**config.mk**
```make
export PLATFORM = sky130hd
export DESIGN_NAME = sigmoid
export DESIGN_NICKNAME = d
export VERILOG_FILES = /design/src/rtl/sigmoid.sv
export SDC_FILE = /design/constraint.sdc
export NUM_CORES = 1
export LEC_CHECK = 0
export CAP_MARGIN = 20
export CORE_MARGIN = 2
export CORE_UTILIZATION = 40
export DETAILED_ROUTE_END_ITERATION = 8
export GPL_ROUTABILITY_DRIVEN = 0
export PLACE_DENSITY = 0.62
export SYNTH_ARGS = -nofsm -noshare
export SYNTH_HDL_FRONTEND = slang
export SYNTH_SLANG_ARGS = --single-unit
```
**constraint.sdc**
```tcl
create_clock -name clk -period 11.3 [get_ports clk]
set_input_delay 1.695 -clock clk [delete_from_list [all_inputs] [get_ports clk]]
set_output_delay 1.695 -clock clk [all_outputs]
set_load 0.02 [all_outputs]
```
**src/rtl/sigmoid.sv**
```systemverilog
// Sequential lane-by-lane logistic activation on packed binary32 floats,
// using a piecewise-linear approximation evaluated in Q8.24 fixed point.
module sigmoid #(
  parameter int unsigned S = 32,
  parameter int unsigned N = 2
) (
  input  logic           clk,
  input  logic           rst_n,
  input  logic           start,
  input  logic [S*N-1:0] x,
  output logic [S*N-1:0] y,
  output logic           done
);

  localparam int unsigned IW = (N > 1) ? $clog2(N) : 1;

  localparam logic [1:0] LOAD = 2'd0;
  localparam logic [1:0] CALC = 2'd1;
  localparam logic [1:0] DONE = 2'd2;

  localparam logic [31:0] Q_ONE     = 32'h0100_0000;
  localparam logic [31:0] Q_FIVE    = 32'h0500_0000;
  localparam logic [31:0] Q_2P375   = 32'h0260_0000;
  localparam logic [31:0] Q_0P84375 = 32'h00D8_0000;
  localparam logic [31:0] Q_0P625   = 32'h00A0_0000;
  localparam logic [31:0] Q_HALF    = 32'h0080_0000;

  logic [1:0]     state_q, state_d;
  logic [IW-1:0]  idx_q, idx_d;
  logic [S*N-1:0] x_q, x_d;
  logic [S*N-1:0] y_d;
  logic           done_d;
  logic [S-1:0]   lane_x, lane_y;

  // One lane: float -> |x| in Q8.24 -> segment -> sign fold -> float.
  function automatic logic [31:0] lane_sigmoid(input logic [31:0] f);
    logic        s;
    logic [7:0]  ef;
    logic [31:0] m, a, p, r;
    logic [24:0] r25, norm;
    logic [4:0]  lead;
    logic [7:0]  eo;
    s    = f[31];
    ef   = f[30:23];
    m    = {8'd0, 1'b1, f[22:0]};
    a    = '0;
    lead = '0;
    // Unbiased e = ef-127: e>=3 (incl. Inf/NaN) saturates, e<=-26 underflows.
    if (ef == 8'd0)         a = '0;
    else if (ef >= 8'd130)  a = Q_FIVE;
    else if (ef >= 8'd126)  a = m << (ef - 8'd126);
    else if (ef <= 8'd101)  a = '0;
    else                    a = m >> (8'd126 - ef);

    if (a >= Q_FIVE)        p = Q_ONE;
    else if (a >= Q_2P375)  p = (a >> 5) + Q_0P84375;
    else if (a >= Q_ONE)    p = (a >> 3) + Q_0P625;
    else                    p = (a >> 2) + Q_HALF;

    r   = s ? (Q_ONE - p) : p;
    r25 = r[24:0];
    for (int k = 0; k < 25; k++) begin
      if (r25[k]) lead = 5'(k);
    end
    norm = r25 << (5'd24 - lead);
    eo   = 8'd103 + {3'd0, lead};
    return (r25 == '0) ? 32'h0 : {1'b0, eo, norm[23:1]};
  endfunction

  always_comb begin
    lane_x = '0;
    for (int i = 0; i < N; i++) begin
      if (IW'(i) == idx_q) lane_x = x_q[S*i +: S];
    end
    lane_y = lane_sigmoid(lane_x);
  end

  // Next-state and next-output logic.
  always_comb begin
    state_d = state_q;
    idx_d   = idx_q;
    x_d     = x_q;
    y_d     = y;
    done_d  = done;
    case (state_q)
      LOAD: begin
        x_d     = x;
        idx_d   = '0;
        state_d = CALC;
      end
      CALC: begin
        for (int i = 0; i < N; i++) begin
          if (IW'(i) == idx_q) y_d[S*i +: S] = lane_y;
        end
        if (idx_q == IW'(N - 1)) begin
          done_d  = 1'b1;
          idx_d   = '0;
          state_d = DONE;
        end else begin
          idx_d = idx_q + IW'(1);
        end
      end
      DONE: begin
        if (start) begin
          x_d     = x;
          done_d  = 1'b0;
          idx_d   = '0;
          state_d = CALC;
        end
      end
      default: state_d = LOAD;
    endcase
  end

  always_ff @(posedge clk or negedge rst_n) begin
    if (!rst_n) begin
      state_q <= LOAD;
      idx_q   <= '0;
      x_q     <= '0;
      y       <= '0;
      done    <= 1'b0;
    end else begin
      state_q <= state_d;
      idx_q   <= idx_d;
      x_q     <= x_d;
      y       <= y_d;
      done    <= done_d;
    end
  end

endmodule

```
==> results.py, run 1 <==
metrics = {
    "drt": {
        "ant_nets": 0,
        "drc": 0,
        "via_per_inst": 6.61,
        "dr.pass1.iters": 6,
        "vias": 14800,
        "drtIter0Drc": 2225,
        "drt-wirelength-per-cell_um": 22.7,
        "routed_wl_um": 50600,
    },
    "critical_path": {
        "r2r_start": "idx_q$_DFFE_PN0P_",
        "r2r-end": "y[51]$_DFFE_PN0P_",
        "cp.arrival_ns": 11.19,
        "worstSetupPathType": "reg -> reg",
        "cp_data_required_time_ns": 11.65,
        "startpoint_type": "flop",
        "rr_worst_depth": 29,
        "endpoint_kind": "flop",
        "max_stage_delay_ns": 0.80,
        "ff2ff_setup_slack_ns": 0.47,
        "crit_path_top_delay_cell": "nor3_1",
        "cp_max_fo": 38,
    },
    "synth": {
        "avgSynthCellArea_um2": 8.29,
        "synthTopCellsByArea": "dfrtp_1 23%, mux2i_1 8.2%, mux2_2 7.8%",
        "synth-edff-count": 0,
        "ys_ff_latch": 130,
        "synth-async-reset-ratio_pct": 100,
        "ys_seq_area_share_pct": 23.4,
        "yosysTopAreaCellShare_pct": 23.4,
        "synth_area_um2": 13900,
        "synthFlopType": "dfrtp_1",
        "synth_cell_types": 110,
        "syn_inst": 1678,
        "yosysWarningCount": 0,
        "netlist.top_cell.by_area": "dfrtp_1",
    },
    "sta": {
        "timing.final.crit_share_pct": 95.9,
        "hold_viol": 0,
        "finalMaxSlewViolations": 0,
        "max-slew-margin-rel_pct": 28.6,
        "fin_setup_tns_ns": 0,
        "setup_viol": 0,
        "whs_ns": 0.480,
        "tightest_slew_ns": 1.07,
        "timing.fmax_mhz": 92.3,
        "finalCriticalPeriod_ns": 10.83,
        "clock_skew_ns": 0.0143,
        "rsz0062_at_grt": "no",
    },
    "cts": {
        "numCtsBuffers": 17,
        "cts_tree": "built",
        "clock_path_buffers": 2,
        "h-tree-depth": 4,
        "cts_setup_buffers": 0,
        "clock_sinks": 130,
        "clk_latency_ns": 0.43,
        "cts_root_buf": "clkbuf_16",
        "cts.reportedPaths.clkPinSlew_ns": 0.07,
    },
    "hold_path": {
        "hold_start": "y[33]$_DFFE_PN0P_",
        "hold_depth": 2,
        "holdPathEnd": "y[33]$_DFFE_PN0P_",
        "hp-class": "reg -> reg",
    },
    "place": {
        "placed_cell_area_um2": 15600,
        "dpl.hpwl_um": 39100,
        "port_buffers": 129,
    },
    "floorplan": {
        "coreArea_um2": 34400,
        "die_h_um": 191,
        "rows": 68,
        "dieArea_um2": 36300,
        "io_pins": 132,
        "start_util_pct": 40.5,
        "die_x_um": 191,
    },
    "global_routing": {
        "antenna_found_initial": 0,
        "grt_usage_pct": 27.6,
        "met1_usage_pct": 38.2,
        "grt_start_max_net_pins": 75,
        "grt_first_pass_wirelength_um": 79600,
        "grt_pass1_vias": 13800,
        "grt_util_met2_pct": 42.9,
        "grt_overflow": 0,
        "use_met3_pct": 5.41,
        "grt-busiest-layer": "met2",
    },
    "layout": {
        "mostFrequentLayoutCells": "185 x nand2_1, 128 x dfrtp_1, 128 x clkdlybuf4s50_1",
        "final-seq-area_um2": 3260,
        "synthToLayoutAreaGrowth_pct": 16.9,
        "fill_cells": 3317,
        "n_antenna_cell": 0,
        "final_common_cell": "nand2_1",
        "final_cell_area_um2": 16300,
        "drive_gt1_share_pct": 15.4,
        "fin_nets": 1846,
        "multi_input_area_um2": 10000,
    },
    "run_status": {
        "status": "completed",
    },
    "flow_run": {
        "maxCapViolCount": 0,
    },
}
-- critical path, delay by kind of cell, from the launching register on --
family / cells / cell delay, ns
AO/OA/AOI/OAI: 8 / 3.09
AND/OR/NAND/NOR: 8 / 2.73
multiplexers: 5 / 1.60
XOR/XNOR: 3 / 1.08
adder cells (fa/ha/maj): 2 / 0.96
flip-flops: 1 / 0.67
buffers and inverters: 3 / 0.62
-- sequential cells by signal, summed over array words and instances (netlist names) --
name     flops
x_q         64
state_q      2
idx_q        1
done         1
y           62
-- worst max path at each step --
stage / start / endpoint / slack (ns) / cells past startpoint
final: idx_q$_DFFE_PN0P_ / y[51]$_DFFE_PN0P_ / 0.47 / 29
after global routing: idx_q$_DFFE_PN0P_ / y[19]$_DFFE_PN0P_ / 0.007 / 39
after CTS: idx_q$_DFFE_PN0P_ / y[19]$_DFFE_PN0P_ / 0.77 / 31
after detailed placement: idx_q$_DFFE_PN0P_ / y[19]$_DFFE_PN0P_ / 0.76 / 31
after global placement: idx_q$_DFFE_PN0P_ / y[19]$_DFFE_PN0P_ / 0.92 / 31
after floorplan: idx_q$_DFFE_PN0P_ / y[19]$_DFFE_PN0P_ / 1.80 / 46
-- stage by stage --
step / std cells / util, % / worst slack (ns)
floorplan: 1679 / - / 1.80
global route: 2231 / 47.3 / 0.00723
global placement: 2197 / 45.5 / 0.924
detailed placement: 2197 / 45.5 / 0.763
finish: 2231 / 47.3 / 0.468
CTS: 2229 / 47.2 / 0.767
-- area by class of cell --
type / count / share of cell area (%)
clock inverters: 14 / 0.885
multi-input cells: 1405 / 61.8
repair buffers: 183 / 10.5
flip-flops and latches: 130 / 20.0
clock buffers: 18 / 2.64
well taps: 455 / 3.50
inverters: 26 / 0.615
-- repair_timing --
| action | CTS | global route |
|---|---|---|
| hold buffers | 0 | 0 |
| setup endpoints to repair | 0 | 24 |
| gates resized for setup | 0 | 3 |
-- Yosys cell counts, types with 14 or more instances --
cell	n
nand2_1	185
dfrtp_1	130
nor2_1	119
mux2i_1	114
mux2_2	97
nand3_1	79
o21ai_0	78
a21oi_1	71
clkbuf_1	57
nor3_1	51
a211oi_1	37
a31oi_1	34
o211ai_1	31
buf_2	30
o22ai_1	30
o21ai_1	26
and3_1	23
and2_1	21
nand4_1	20
inv_1	19
mux4_2	17
ha_1	16
o31ai_1	16
nand2b_1	15
a21o_1	14
buf_4	14
-- cells by family (layout without fill, tap and decap cells) --
logic type | Yosys count | after routing | share of synthesized area (%)
xor gates and xnor gates | 26 | 26 | 2.28
and+or+nand+nor | 601 | 601 | 21.3
adders and majority gates | 16 | 16 | 1.44
other | 1 | 2 | 0.0269
AOI/OAI and AO/OA | 525 | 525 | 27.1
DFF | 130 | 130 | 23.4
muxes | 235 | 235 | 19.7
buffers and inverters | 144 | 241 | 4.84
-- metal layers --
metal,vias to the layer above,routed length [µm]
met4,0,1490
li1,6652,-
met3,120,5210
met5,-,0
met1,7101,21500
met2,884,22400
Power of run 1 is not shown: default switching activity piles up to over one toggle a cycle in this logic, so the estimate is an artifact.
==> run 2: changes to the inputs <==
--- a/config.mk
+++ b/config.mk
@@ -6,7 +6,7 @@
 export NUM_CORES = 1
 export LEC_CHECK = 0
 export CAP_MARGIN = 20
-export CORE_MARGIN = 2
+export CORE_MARGIN = 10
 export CORE_UTILIZATION = 40
 export DETAILED_ROUTE_END_ITERATION = 8
 export GPL_ROUTABILITY_DRIVEN = 0
==> results.py, run 2 (synthesized netlist as in run 1, its figures left out) <==
metrics = {
    "cts": {
        "clock_sinks": 130,
        "numCtsBuffers": 17,
        "clock_path_buffers": 2,
        "cts_tree": "built",
        "cts.reportedPaths.clkPinSlew_ns": 0.06,
        "cts_root_buf": "clkbuf_16",
        "cts_setup_buffers": 0,
        "clk_latency_ns": 0.44,
        "ctsHoldBuffers": 0,
        "h-tree-depth": 4,
    },
    "global_routing": {
        "grt_usage_pct": 23.8,
        "grt_first_pass_wirelength_um": 81000,
        "grt_start_max_net_pins": 75,
        "antenna_found_initial": 0,
        "grt_overflow": 0,
        "grt_pass1_vias": 13800,
    },
    "sta": {
        "rsz0062_at_grt": "no",
        "setup_viol": 0,
        "timing.final.crit_share_pct": 95.0,
        "clock_skew_ns": 0.0205,
        "max-slew-margin-rel_pct": 30.3,
        "fin_setup_tns_ns": 0,
        "timing.fmax_mhz": 93.1,
        "tightest_slew_ns": 1.04,
        "finalMaxSlewViolations": 0,
        "finalCriticalPeriod_ns": 10.74,
        "whs_ns": 0.475,
        "hold_viol": 0,
    },
    "layout": {
        "fin_nets": 1839,
        "largest_reg_flops": 64,
        "multi_input_area_um2": 10000,
        "synthToLayoutAreaGrowth_pct": 16.9,
        "drive_gt1_share_pct": 14.9,
        "regMostFlops": "x_q",
        "fill_cells": 3366,
        "mostFrequentLayoutCells": "185 x nand2_1, 128 x dfrtp_1, 128 x clkdlybuf4s50_1",
        "final_cell_area_um2": 16300,
        "top_regs": "x_q (64), y (62), state_q (2)",
        "final-seq-area_um2": 3260,
        "n_antenna_cell": 0,
        "final_common_cell": "nand2_1",
    },
    "critical_path": {
        "rr_worst_depth": 27,
        "cp.arrival_ns": 11.09,
        "worstSetupStartpoint": "idx_q$_DFFE_PN0P_",
        "worstSetupPathType": "reg -> reg",
        "cp_max_fo": 24,
        "endpoint_kind": "flop",
        "r2r-end": "y[19]$_DFFE_PN0P_",
        "ff2ff_setup_slack_ns": 0.56,
        "cp_data_required_time_ns": 11.65,
        "r2r_start": "idx_q$_DFFE_PN0P_",
        "startpoint_type": "flop",
        "worstSetupEndpoint": "y[19]$_DFFE_PN0P_",
    },
    "floorplan": {
        "io_pins": 132,
        "rows": 68,
        "die_h_um": 207,
        "die_x_um": 207,
        "start_util_pct": 40.4,
        "coreArea_um2": 34500,
        "dieArea_um2": 42700,
    },
    "hold_path": {
        "hold_start": "y[26]$_DFFE_PN0P_",
        "hold_depth": 2,
        "hp-class": "reg -> reg",
    },
    "drt": {
        "dr.pass1.iters": 9,
        "drc": 0,
        "via_per_inst": 6.67,
        "routed_wl_um": 52400,
        "vias": 14800,
        "drtIter0Drc": 2366,
        "drt-wirelength-per-cell_um": 23.6,
        "ant_nets": 0,
    },
    "place": {
        "port_buffers": 129,
        "placed_cell_area_um2": 15600,
        "dpl.hpwl_um": 40400,
    },
    "run_status": {
        "status": "completed",
    },
    "flow_run": {
        "maxCapViolCount": 0,
    },
}
-- run 2: timing repair --
item / CTS / global route
hold endpoints to repair: 0 / 0
setup endpoints to repair: 0 / 44
resized for setup: 0 / 3
-- run 2: worst min-delay path by stage --
stage | end | slack (ns)
after CTS | y[26]$_DFFE_PN0P_ | 0.48
after detailed placement | y[26]$_DFFE_PN0P_ | 0.47
after global placement | y[26]$_DFFE_PN0P_ | 0.46
final | y[26]$_DFFE_PN0P_ | 0.48
after global routing | y[26]$_DFFE_PN0P_ | 0.50
after floorplan | x_q[49]$_DFFE_PN0P_ | 0.47
-- run 2: critical path: stages (launching register included) --
cell,delay (ns)
dfrtp_4,0.54
mux2i_4,0.68
ha_1,0.65
inv_1,0.55
a311oi_1,0.49
a311oi_1,0.10
a221oi_1,0.49
o22a_1,0.41
nand2_1,0.23
nor4b_4,0.43
nand4_1,0.32
o21ai_1,0.45
a221oi_1,0.23
or4b_1,0.66
o41ai_4,0.63
o22ai_1,0.28
xnor2_1,0.54
a311oi_1,0.14
a211o_1,0.28
o211ai_1,0.24
ha_1,0.46
xor2_2,0.30
buf_4,0.31
mux2i_1,0.26
mux2i_1,0.13
a221o_1,0.33
or3_1,0.34
a31oi_1,0.16
-- run 2: cell type report --
type,count,share of cell area (%)
clock buffer,18,2.64
clock inverter,13,1.44
inverter,26,0.615
multi-input combinational,1405,61.7
sequential,130,20.0
tap,455,3.50
timing repair buffer,176,10.1
-- run 2: per-stage QoR --
| step | std cells | setup slack [ns] | util, % |
|---|---|---|---|
| after floorplan | 1679 | 1.80 | - |
| after global placement | 2192 | 0.543 | 45.2 |
| after detailed placement | 2192 | 0.420 | 45.2 |
| after CTS | 2223 | 0.365 | 47.2 |
| after global routing | 2223 | 0.0369 | 47.2 |
| final | 2223 | 0.561 | 47.2 |
-- run 2: layer usage --
layer	vias up	global-route usage, %	wire [µm]
met1	7111	32.7	22100
li1	6630	-	-
met2	922	36.7	22900
met3	170	4.65	5550
met5	-	0	0
met4	0	8.11	1870
Power of run 2 is left out for the same reason.
